==> src/rtl/rv32i_types.sv <==
`default_nettype none
// ============================================================================
// Module      : rv32i_types (package)
// Description : Types and constants shared by the rv32i fetch front end.
// Revision    : 1.0 - initial release
// ============================================================================
package rv32i_types;

   // One fetched instruction together with its architectural tags
   typedef struct packed {
      logic [31:0] inst;
      logic [31:0] pc;
      logic [63:0] order;
   } fetch_entry_t;

   localparam logic [31:0] RESET_PC_DEFAULT = 32'h1eceb000;

endpackage
`default_nettype wire

==> src/rtl/fetch_queue_circ_queue.sv <==
`default_nettype none
// ============================================================================
// Module      : circ_queue
// Description : Generic circular FIFO with push, pop, clear and occupancy.
//               Storage is not reset; only pointers and count are.
// Revision    : 1.0 - initial release
// ============================================================================
module circ_queue #(
   parameter int WIDTH = 128,
   parameter int DEPTH = 8
) (
   input  logic                       clk,
   input  logic                       rst,
   input  logic                       clear_i,
   input  logic                       push_i,
   input  logic [WIDTH-1:0]           push_data_i,
   input  logic                       pop_i,
   output logic [WIDTH-1:0]           head_data_o,
   output logic [$clog2(DEPTH+1)-1:0] count_o
);

   localparam int PTR_W = $clog2(DEPTH);
   localparam int CNT_W = $clog2(DEPTH+1);

   logic [WIDTH-1:0] mem_q [DEPTH];
   logic [PTR_W-1:0] head_q, head_d;
   logic [PTR_W-1:0] tail_q, tail_d;
   logic [CNT_W-1:0] count_q, count_d;
   logic             w_push;
   logic             w_pop;

   // Qualify requests and compute next pointer/count values
   always_comb begin
      w_pop   = pop_i & (count_q != '0);
      w_push  = push_i & ((count_q != CNT_W'(DEPTH)) | w_pop);
      head_d  = head_q;
      tail_d  = tail_q;
      count_d = count_q;
      if (clear_i) begin
         head_d  = '0;
         tail_d  = '0;
         count_d = '0;
      end else begin
         if (w_push) tail_d = tail_q + PTR_W'(1);
         if (w_pop)  head_d = head_q + PTR_W'(1);
         case ({w_push, w_pop})
            2'b10:   count_d = count_q + CNT_W'(1);
            2'b01:   count_d = count_q - CNT_W'(1);
            default: count_d = count_q;
         endcase
      end
   end

   // Pointer and occupancy registers
   always_ff @(posedge clk) begin
      if (rst) begin
         head_q  <= '0;
         tail_q  <= '0;
         count_q <= '0;
      end else begin
         head_q  <= head_d;
         tail_q  <= tail_d;
         count_q <= count_d;
      end
   end

   // Entry storage write port
   always_ff @(posedge clk) begin
      if (w_push && !clear_i) mem_q[tail_q] <= push_data_i;
   end

   assign head_data_o = mem_q[head_q];
   assign count_o     = count_q;

endmodule
`default_nettype wire

==> src/rtl/fetch_queue.sv <==
`default_nettype none
// ============================================================================
// Module      : fetch_queue
// Description : Decoupled rv32i instruction fetch front end. Keeps up to
//               MAX_INFLIGHT imem reads outstanding, buffers responses in a
//               DEPTH-entry queue tagged with pc/order, and discards stale
//               responses after a redirect.
//               Optional: FETCH_QUEUE_BYPASS_EN presents a response on deq_*
//               in its arrival cycle when the queue is empty.
// Revision    : 1.0 - initial release
// ============================================================================
module fetch_queue
   import rv32i_types::*;
#(
   parameter int          DEPTH        = 8,
   parameter int          MAX_INFLIGHT = 4,
   parameter logic [31:0] RESET_PC     = RESET_PC_DEFAULT
) (
   input  logic                       clk,
   input  logic                       rst,
   output logic [31:0]                imem_addr,
   output logic [3:0]                 imem_rmask,
   input  logic [31:0]                imem_rdata,
   input  logic                       imem_resp,
   input  logic                       redirect_valid,
   input  logic [31:0]                redirect_pc,
   input  logic [63:0]                redirect_order,
   output logic                       deq_valid,
   input  logic                       deq_ready,
   output logic [31:0]                deq_inst,
   output logic [31:0]                deq_pc,
   output logic [31:0]                deq_pc_next,
   output logic [63:0]                deq_order,
   output logic [$clog2(DEPTH+1)-1:0] count
);

   localparam int INF_W   = $clog2(MAX_INFLIGHT+1);
   localparam int ENTRY_W = $bits(fetch_entry_t);

   // Request order is implied by the in-order memory, so order is only
   // tracked on the response side.
   logic [31:0]        fetch_pc_q, fetch_pc_d;
   logic [31:0]        resp_pc_q, resp_pc_d;
   logic [63:0]        resp_order_q, resp_order_d;
   logic [INF_W-1:0]   inflight_q, inflight_d;
   logic [INF_W-1:0]   drop_cnt_q, drop_cnt_d;

   logic [31:0]        w_occupancy;
   logic               w_issue;
   logic               w_resp_live;
   logic               w_q_valid;
   logic               w_bypass;
   logic               w_push;
   logic               w_pop;
   fetch_entry_t       w_push_entry;
   fetch_entry_t       w_q_head;
   fetch_entry_t       w_deq_entry;
   logic [ENTRY_W-1:0] w_q_head_bits;

   // Issue, response classification, bypass and dequeue steering
   always_comb begin
      // Outstanding responses hold reserved slots so the queue cannot overflow
      w_occupancy  = 32'(inflight_q) + 32'(count);
      w_issue      = ~rst & ~redirect_valid
                   & (32'(inflight_q) < 32'(MAX_INFLIGHT))
                   & (w_occupancy < 32'(DEPTH));
      w_resp_live  = imem_resp & (drop_cnt_q == '0) & ~redirect_valid;
      w_q_valid    = (count != '0) & ~redirect_valid;
`ifdef FETCH_QUEUE_BYPASS_EN
      w_bypass     = w_resp_live & (count == '0);
`else
      w_bypass     = 1'b0;
`endif
      w_push_entry = '{inst: imem_rdata, pc: resp_pc_q, order: resp_order_q};
      w_deq_entry  = w_bypass ? w_push_entry : w_q_head;
      w_push       = w_resp_live & ~(w_bypass & deq_ready);
      w_pop        = w_q_valid & deq_ready;
      imem_addr    = fetch_pc_q;
      imem_rmask   = w_issue ? 4'hF : 4'h0;
      deq_valid    = w_q_valid | w_bypass;
      deq_inst     = w_deq_entry.inst;
      deq_pc       = w_deq_entry.pc;
      deq_pc_next  = w_deq_entry.pc + 32'd4;
      deq_order    = w_deq_entry.order;
   end

   // Next-state for pc/order tracking and inflight/drop accounting
   always_comb begin
      fetch_pc_d   = fetch_pc_q;
      resp_pc_d    = resp_pc_q;
      resp_order_d = resp_order_q;
      drop_cnt_d   = drop_cnt_q;
      inflight_d   = inflight_q + INF_W'(w_issue) - INF_W'(imem_resp);
      if (redirect_valid) begin
         fetch_pc_d   = redirect_pc;
         resp_pc_d    = redirect_pc;
         resp_order_d = redirect_order;
         // Everything still outstanding after this cycle is stale
         drop_cnt_d   = inflight_q - INF_W'(imem_resp);
      end else begin
         if (w_issue) fetch_pc_d = fetch_pc_q + 32'd4;
         if (w_resp_live) begin
            resp_pc_d    = resp_pc_q + 32'd4;
            resp_order_d = resp_order_q + 64'd1;
         end
         if (imem_resp && (drop_cnt_q != '0)) drop_cnt_d = drop_cnt_q - INF_W'(1);
      end
   end

   // Front-end state registers
   always_ff @(posedge clk) begin
      if (rst) begin
         fetch_pc_q   <= RESET_PC;
         resp_pc_q    <= RESET_PC;
         resp_order_q <= '0;
         inflight_q   <= '0;
         drop_cnt_q   <= '0;
      end else begin
         fetch_pc_q   <= fetch_pc_d;
         resp_pc_q    <= resp_pc_d;
         resp_order_q <= resp_order_d;
         inflight_q   <= inflight_d;
         drop_cnt_q   <= drop_cnt_d;
      end
   end

   circ_queue #(
      .WIDTH (ENTRY_W),
      .DEPTH (DEPTH)
   ) u_queue (
      .clk         (clk),
      .rst         (rst),
      .clear_i     (redirect_valid),
      .push_i      (w_push),
      .push_data_i (w_push_entry),
      .pop_i       (w_pop),
      .head_data_o (w_q_head_bits),
      .count_o     (count)
   );

   assign w_q_head = fetch_entry_t'(w_q_head_bits);

endmodule
`default_nettype wire

==> config.mk <==
export PLATFORM = sky130hd
export DESIGN_NAME = fetch_queue
export DESIGN_NICKNAME = d
export VERILOG_FILES = /design/src/rtl/rv32i_types.sv /design/src/rtl/fetch_queue_circ_queue.sv /design/src/rtl/fetch_queue.sv
export SDC_FILE = /design/constraint.sdc
export NUM_CORES = 1
export LEC_CHECK = 0
export CORE_ASPECT_RATIO = 2
export CORE_MARGIN = 3
export CORE_UTILIZATION = 40
export CTS_CLUSTER_DIAMETER = 40
export CTS_CLUSTER_SIZE = 24
export DETAILED_ROUTE_END_ITERATION = 8
export GPL_TIMING_DRIVEN = 0
export PLACE_DENSITY = 0.68
export SETUP_SLACK_MARGIN = 0.15
export SYNTH_ARGS = -nofsm -noshare
export SYNTH_HDL_FRONTEND = slang
export SYNTH_SLANG_ARGS = --single-unit
==> constraint.sdc <==
create_clock -name clk -period 20.8 [get_ports clk]
set_clock_uncertainty 0.05 [all_clocks]
set_input_delay 3.12 -clock clk [delete_from_list [all_inputs] [get_ports clk]]
set_output_delay 3.12 -clock clk [all_outputs]
set_load 0.005 [all_outputs]
==> impl_results.md, run 1 <==
- Fin Setup TNS: 0 ps
- Gate power share: 0.064
- Max stage delay on crit path: 670 ps
- # DRC: 0
- Clk_lat worst skew: 710 ps
- Ys async rst share: 0
- Post-Synth Adder-Cell Area: 0.00508
- Clk pin slew, worst setup/hold paths: around 70 ps
- Top area cells in the synthesized netlist: edfxtp_1 65%, mux4_2 11%, dfxtp_1 6.2%, nand2_1 3.3%, xnor2_1 1.5%
- Hold Crit Class: flip-flop to flip-flop
- Mapped Nets: a little under 3000
- Inserted Clock Buffers: slightly above 90
- Routed wl met3: 8930 um
- Synth Flop Type: edfxtp_1
- CP Max Fanout: 13
- Die area: between 100000 and 150000 um2
- CP endpoint kind: output pin
- Switching Share: 0.237
- Top layer in use: met5
- Crit path required time: ~18000 ps
- P_int: ~3700 uW
- Sequential area share after synthesis: 0.712
- TritonCTS clock tree: yes
- Initial core utilization: 0.405
- Compound-Gate Fraction of Synth Area: 0.0263
- Synth Area in Simple Gates: 0.0829
- Post-synth top cells: 1024 x edfxtp_1, 418 x nand2_1, 236 x mux4_2, 147 x dfxtp_1, 130 x nor2_1
- XOR/XNOR Fraction of Synth Area: 0.0230
- Area of placed instances: ~54000 um2
- Core ar.: 117000 um2
- Total global-route track usage: 0.206
- Fill count: a little under 10000
- Postcts setup bufs: 0
- Yosys top cell by area: edfxtp_1
- Most common cell in the netlist: edfxtp_1
- Setup Viol. Count Final: 0
- Post-synth cell types: 72
- Cts hold-fix bufs: 0
- Drt total wl: approximately 130000 um
- Sequential share of power: 0.551
- Avg Inst Size Synth: ~17 um2
- First-pass GRT wire length: 187000 um
- Largest family of logic cells by synthesized area: multiplexers
- Worst Max-Slew Pin Slew: 1520 ps
- Crit path kind: input pin to output pin
- Crit-path cells: clkbuf_1, nor2_1, o211ai_1, inv_1, clkbuf_1, buf_4, clkdlybuf4s50_1
- Mux contribution to synthesized area: 0.132
- Post-synth EDFFs: 1024
- Initial antenna violation count: 7
- Run status: complete, but fails checks
- Slew headroom: -0.0228
- Fin util: 0.490
- Via density per instance: around 5.5
- Peak Freq: ~0.11 GHz
- Die Y: ~490 um
- Critical Path Source Type: input pin
- Synth warn: 0
- Placed wire-length estimate: around 90000 um
- Maximum clock path buffer count: 3
- Net Switching: 1150 uW
- Vias in the first global route: around 28000
- Detail Route Antenna Nets: 0
- Leak: approximately 0.019 uW
- Io pins: 334
- Max-cap viol count: 1
- Vias: 27600
- Drt wl/cell: between 20 and 30 um
- DR iter-0 viols: ~2500
- Final nets: roughly 3500
- Failing checks: capacitance limit, slew limit
- Overflow after GRT: 0
- Area Overhead vs Synth: 21.1%
- Final period utilization: 0.449
- Total iterations of the first detailed-routing run: 6
- Share of the synthesized area in the top cell type: 0.650
- DRT met1 WL: roughly 50000 um
- Post-Syn Area: between 40000 and 50000 um2
- Clock power frac: 0.385
- Min cycle time layout: just over 9000 ps
- VDD IR max: 77.0 uV
- Arrival @ worst endpoint: about 6200 ps
- Multi-input logic area: 12800 um2
- Pwr/cell area: around 84 nW/um2
- Die Wd: between 200 and 250 um
- GPL Wtd Cong: between 0.9 and 1
- Cts repair resizes: 0
- Most used cell, CP: clkbuf_1
- H-Tree Depth: 3
- CP max stage cell: nor2_1
- Root Buffer: clkbuf_16
- Placement row count: ~180
- Reg area: between 30000 and 40000 um2
- Final hold vios: 0
- RSZ-0062 raised after global routing: no
- Share of layout cells above drive strength 1: 0.193
- FF+latch count, synth: approximately 1200
- Cells after Synth: ~2800
- Pin count of the biggest net entering global routing: 25
- CTS Sinks: about 1200
- Input/output buffers: 332
- Design Area, Final: 57300 um2
- Detail Route met2 WL: 65100 um
- Final Max Slew Viols: 7
## state kept, by name (all words and copies together), names as in the netlist, named ones only
| signal | flops |
|---|---|
| resp_pc_q | 32 |
| u_queue.tail_q | 3 |
| imem_addr | 32 |
| u_queue.count_o | 4 |
| u_queue.mem_q | 1024 |
| u_queue.head_q | 3 |
| inflight_q | 3 |
| drop_cnt_q | 3 |
| resp_order_q | 64 |
## worst max-delay path: cells and delay by family
| family | cells | cell delay (ps) |
|---|---|---|
| buffers and inverters | 5 | 2080 |
| and+or+nand+nor | 1 | 670 |
| AOI/OAI and AO/OA | 1 | 280 |
## cell usage in the layout (no fill, tap or decap), drive strengths merged, types with 69 or more instances in the layout
cell type and instances:
buf 220, clkbuf 166, clkdlybuf4s50 332, dfxtp 147, edfxtp 1024, inv 69
mux4 249, nand2 418, nor2 130, xnor2 80
## power groups by stage
stage	registers (uW)	logic [uW]	clock network [uW]
floorplan	2700	140	0
global placement	2730	295	0
detailed placement	2710	307	0
CTS	2660	309	1890
global route	2670	330	1980
finish	2660	306	1860
## layer usage
layer	GRT usage	vias up
li1	-	12100
met1	0.261	14100
met2	0.359	1182
met3	0.0328	184
met4	0.0726	6
met5	0	-
## cell families after synthesis
logic type / after synthesis
AOI/OAI and AO/OA: 192
and+or+nand+nor: 820
muxes: 303
xor gates and xnor gates: 124
DFF: 1171
buffers and inverters: 187
adders and majority gates: 18
## worst paths after layout
check | startpoint | end | slack (ps) | cells after the start
worst max-delay path | rst | imem_rmask[1] | 11460 | 7
worst min-delay path | imem_addr[0]$_SDFFE_PP0P_ | imem_addr[0]$_SDFFE_PP0P_ | 410 | 2
worst max register to register | drop_cnt_q[0]$_SDFFE_PP0P_ | u_queue.mem_q[4][109]$_DFFE_PP_ | 16200 | 12
worst min register to register | imem_addr[0]$_SDFFE_PP0P_ | imem_addr[0]$_SDFFE_PP0P_ | 410 | 2
## through the flow
| stage | hold WS [ps] | setup WS, ps | power, uW | std cells |
|---|---|---|---|---|
| global route | 448 | 11430 | 4970 | 4980 |
| floorplan | 403 | 2980 | 2840 | 2815 |
| global placement | 395 | -12950 | 3030 | 4668 |
| CTS | 411 | 11560 | 4860 | 4978 |
| detailed placement | 402 | 11550 | 3020 | 4804 |
| finish | 408 | 11460 | 4820 | 4980 |
## cell type report
type                    count  share of cell area
diodes                      2           0.0000874
plain buffers             151              0.0132
clock buffers              99              0.0416
clock inverters            75              0.0152
inverters                  36             0.00236
multi-input cells        1457               0.223
flip-flops and latches   1171               0.588
well taps                1521              0.0332
repair buffers            468              0.0835
No activity file was read; power rests on OpenSTA's default activity.
==> inputs of run 2 (changes only) <==
==> constraint.sdc (replaced) <==
create_clock -name clk -period 8.83 [get_ports clk]
set_clock_uncertainty 0.05 [all_clocks]
set_input_delay 1.3245 -clock clk [delete_from_list [all_inputs] [get_ports clk]]
set_output_delay 1.3245 -clock clk [all_outputs]
set_load 0.005 [all_outputs]
==> run 2 against run 1 <==
Net effect:
- final cell count down 0.90%
- critical path depth up 3
- the flow now finishes without violations
- critical path type is now flip-flop to output pin
- highest routed layer unchanged
- count of clock-buffer cells in the layout up 1
==> impl_results.md, run 2 (synthesis gave the netlist of run 1 again) <==
- Setup Viol. Count Final: 0 (unchanged)
- Arrival @ worst endpoint: 5260 ps (-910 ps)
- Fin util: 0.493 (+0.00339)
- Input/output buffers: 332 (unchanged)
- GPL Wtd Cong: 0.915 (+1.7%)
- Min cycle time layout: around 6600 ps
- Most common cell after layout, fill and taps aside: edfxtp_1
- Root Buffer: clkbuf_16
- Max reg flops: 1024 (unchanged)
- First-pass GRT wire length: 188000 um (+0.45%)
- Total iterations of the first detailed-routing run: 6 (unchanged)
- Met1 Track Usage GR: 0.259 (-0.00280)
- Critical Path Source Type: flip-flop
- Worst R2R Start: drop_cnt_q[0]$_SDFFE_PP0P_
- Vias: 27600 (-0.058%)
- Crit path required time: 7460 ps (-10170 ps)
- Die area: 123000 um2 (unchanged)
- Overflow after GRT: 0 (unchanged)
- Core ar.: 117000 um2 (unchanged)
- Peak Freq: around 0.15 GHz
- Placed wire-length estimate: 91500 um (-0.89%)
- Hold path start: imem_addr[1]$_SDFFE_PP0P_
- Clk_lat worst skew: 710 ps (about the same)
- Total global-route track usage: 0.207 (+0.00129)
- Slew headroom: 0.0538 (+0.0766)
- # DRC: 0 (unchanged)
- RSZ-0062 raised after global routing: no
- Vias in the first global route: 28000 (-0.24%)
- Maximum clock path buffer count: 3 (unchanged)
- Detail Route Antenna Nets: 0 (unchanged)
- Final Max Slew Viols: 0 (-7)
- Hold Crit Class: flip-flop to flip-flop
- Worst Max-Slew Pin Slew: 1420 ps (-103 ps)
- Inserted Clock Buffers: 95 (+3.3%)
- Via density per instance: 5.59 (+0.85%)
- Cts repair resizes: 0 (unchanged)
- Run status: finished, final reports clean
- Met2 Track Usage GR: 0.360 (+0.00130)
- Min-Delay Endpoint: imem_addr[1]$_SDFFE_PP0P_
- R2R cell count: 9 (-3)
- CP Max Fanout: 10 (-3)
- Leak: 0.0187 uW (about the same)
- Initial antenna violation count: 9 (+2)
- Most frequent cells in the layout: 1024 x edfxtp_1, 418 x nand2_1, 332 x clkdlybuf4s50_1
- Drt wl/cell: 25.9 um (+1.5%)
- H-Tree Depth: 3 (unchanged)
- CP endpoint kind: output pin
- Die Wd: 249 um (unchanged)
- Regs by FF count: u_queue.mem_q x1024, resp_order_q x64
- Pwr/cell area: 200 nW/um2 (+140%)
- Crit path kind: flip-flop to output pin
- Die Y: 492 um (unchanged)
- Max-cap viol count: 0 (-1)
- Cts hold-fix bufs: 0 (unchanged)
- Drt total wl: 128000 um (+0.59%)
- Postcts setup bufs: 0 (unchanged)
- CTS Sinks: 1171 (unchanged)
- Final hold vios: 0 (unchanged)
- Overall power: 11500 uW (+140%)
- VDD IR max: 131 uV (+71%)
- FF-to-FF End: u_queue.mem_q[7][77]$_DFFE_PP_
- TritonCTS clock tree: yes
- Clk pin slew, worst setup/hold paths: 80 ps (about the same)
- Global routing usage on met3: 0.0381 (+0.00528)
- Worst Hold Depth: 2 (unchanged)
- Initial core utilization: 0.405 (unchanged)
- Final nets: 3480 (-1.4%)
- R2R Setup Slk: 4540 ps (-11660 ps)
- Io pins: 334 (unchanged)
- DR iter-0 viols: 2619 (+3.9%)
- Placement row count: 177 (unchanged)
- Global routing's busiest layer: met2
- Share of layout cells above drive strength 1: 0.184 (-0.00912)
- Pin count of the biggest net entering global routing: 25 (unchanged)
- Area Overhead vs Synth: 22.0%
- Final period utilization: 0.752
- Most flops, register: u_queue.mem_q
## run 2: cell count changes in the layout (fill, tap and decap cells not counted), moves of 3 or more
cell        before  now
inv_16           2    6
buf_16           1   30
nor3_4           0    3
clkinvlp_4       7    4
buf_6           82   19
inv_6           13   10
buf_8           10   38
inv_12           5   11
buf_4           57   13
clkinv_1         5    2
## run 2: metrics by stage
| stage | setup WS, ps | cell area, um2 | TNS (ps) | hold WS [ps] | instances |
|---|---|---|---|---|---|
| floorplan | -749 | 47400 | -95820 | 403 | 2815 |
| global placement | -9870 | 52600 | -6353250 | 396 | 4668 |
| detailed placement | 2940 | 54200 | 0 | 405 | 4753 |
| CTS | 2140 | 57700 | 0 | 419 | 4932 |
| global route | 2070 | 57700 | 0 | 442 | 4934 |
| finish | 2190 | 57700 | 0 | 413 | 4935 |
## run 2: layout make-up
cell class	count	area, um2
inverter	36	135
clock buffer	100	2420
timing repair buffer	417	4940
tap	1521	1900
sequential	1171	33700
clock inverter	79	1010
buffer	151	757
fill	9729	59200
multi-input combinational	1457	12800
antenna	3	7.51
## run 2: how the worst max path moves through the flow
stage	slack, ps	endpoint	depth (start not counted)
final	2190	deq_inst[17]	10
after global routing	2070	deq_inst[17]	10
after CTS	2140	deq_inst[17]	10
after detailed placement	2940	deq_inst[17]	10
after global placement	-9870	u_queue.mem_q[0][121]$_DFFE_PP_	4
after floorplan	-750	u_queue.mem_q[0][0]$_DFFE_PP_	3
## run 2: worst max-delay path, stage by stage (launching register included)
cell and delay (ps):
dfxtp_1 320, buf_2 210, buf_2 230, buf_2 230
inv_1 190, clkbuf_1 1060, clkbuf_1 810, clkbuf_1 620
nand2_1 120, nand2_1 200, clkdlybuf4s50_1 550
## run 2: where the power goes
group / switching, uW / internal (uW) / total [uW]
Sequential: 141 / 6120 / 6260
Combinational: 368 / 355 / 723
Clock: 2280 / 2260 / 4550
Total: 2790 / 8740 / 11500
## run 2: per-layer routing
layer	part of all wire	wire length [um]
met2	0.51	65900
met4	0.034	4350
met1	0.38	48600
met5	0.00021	27
met3	0.072	9220
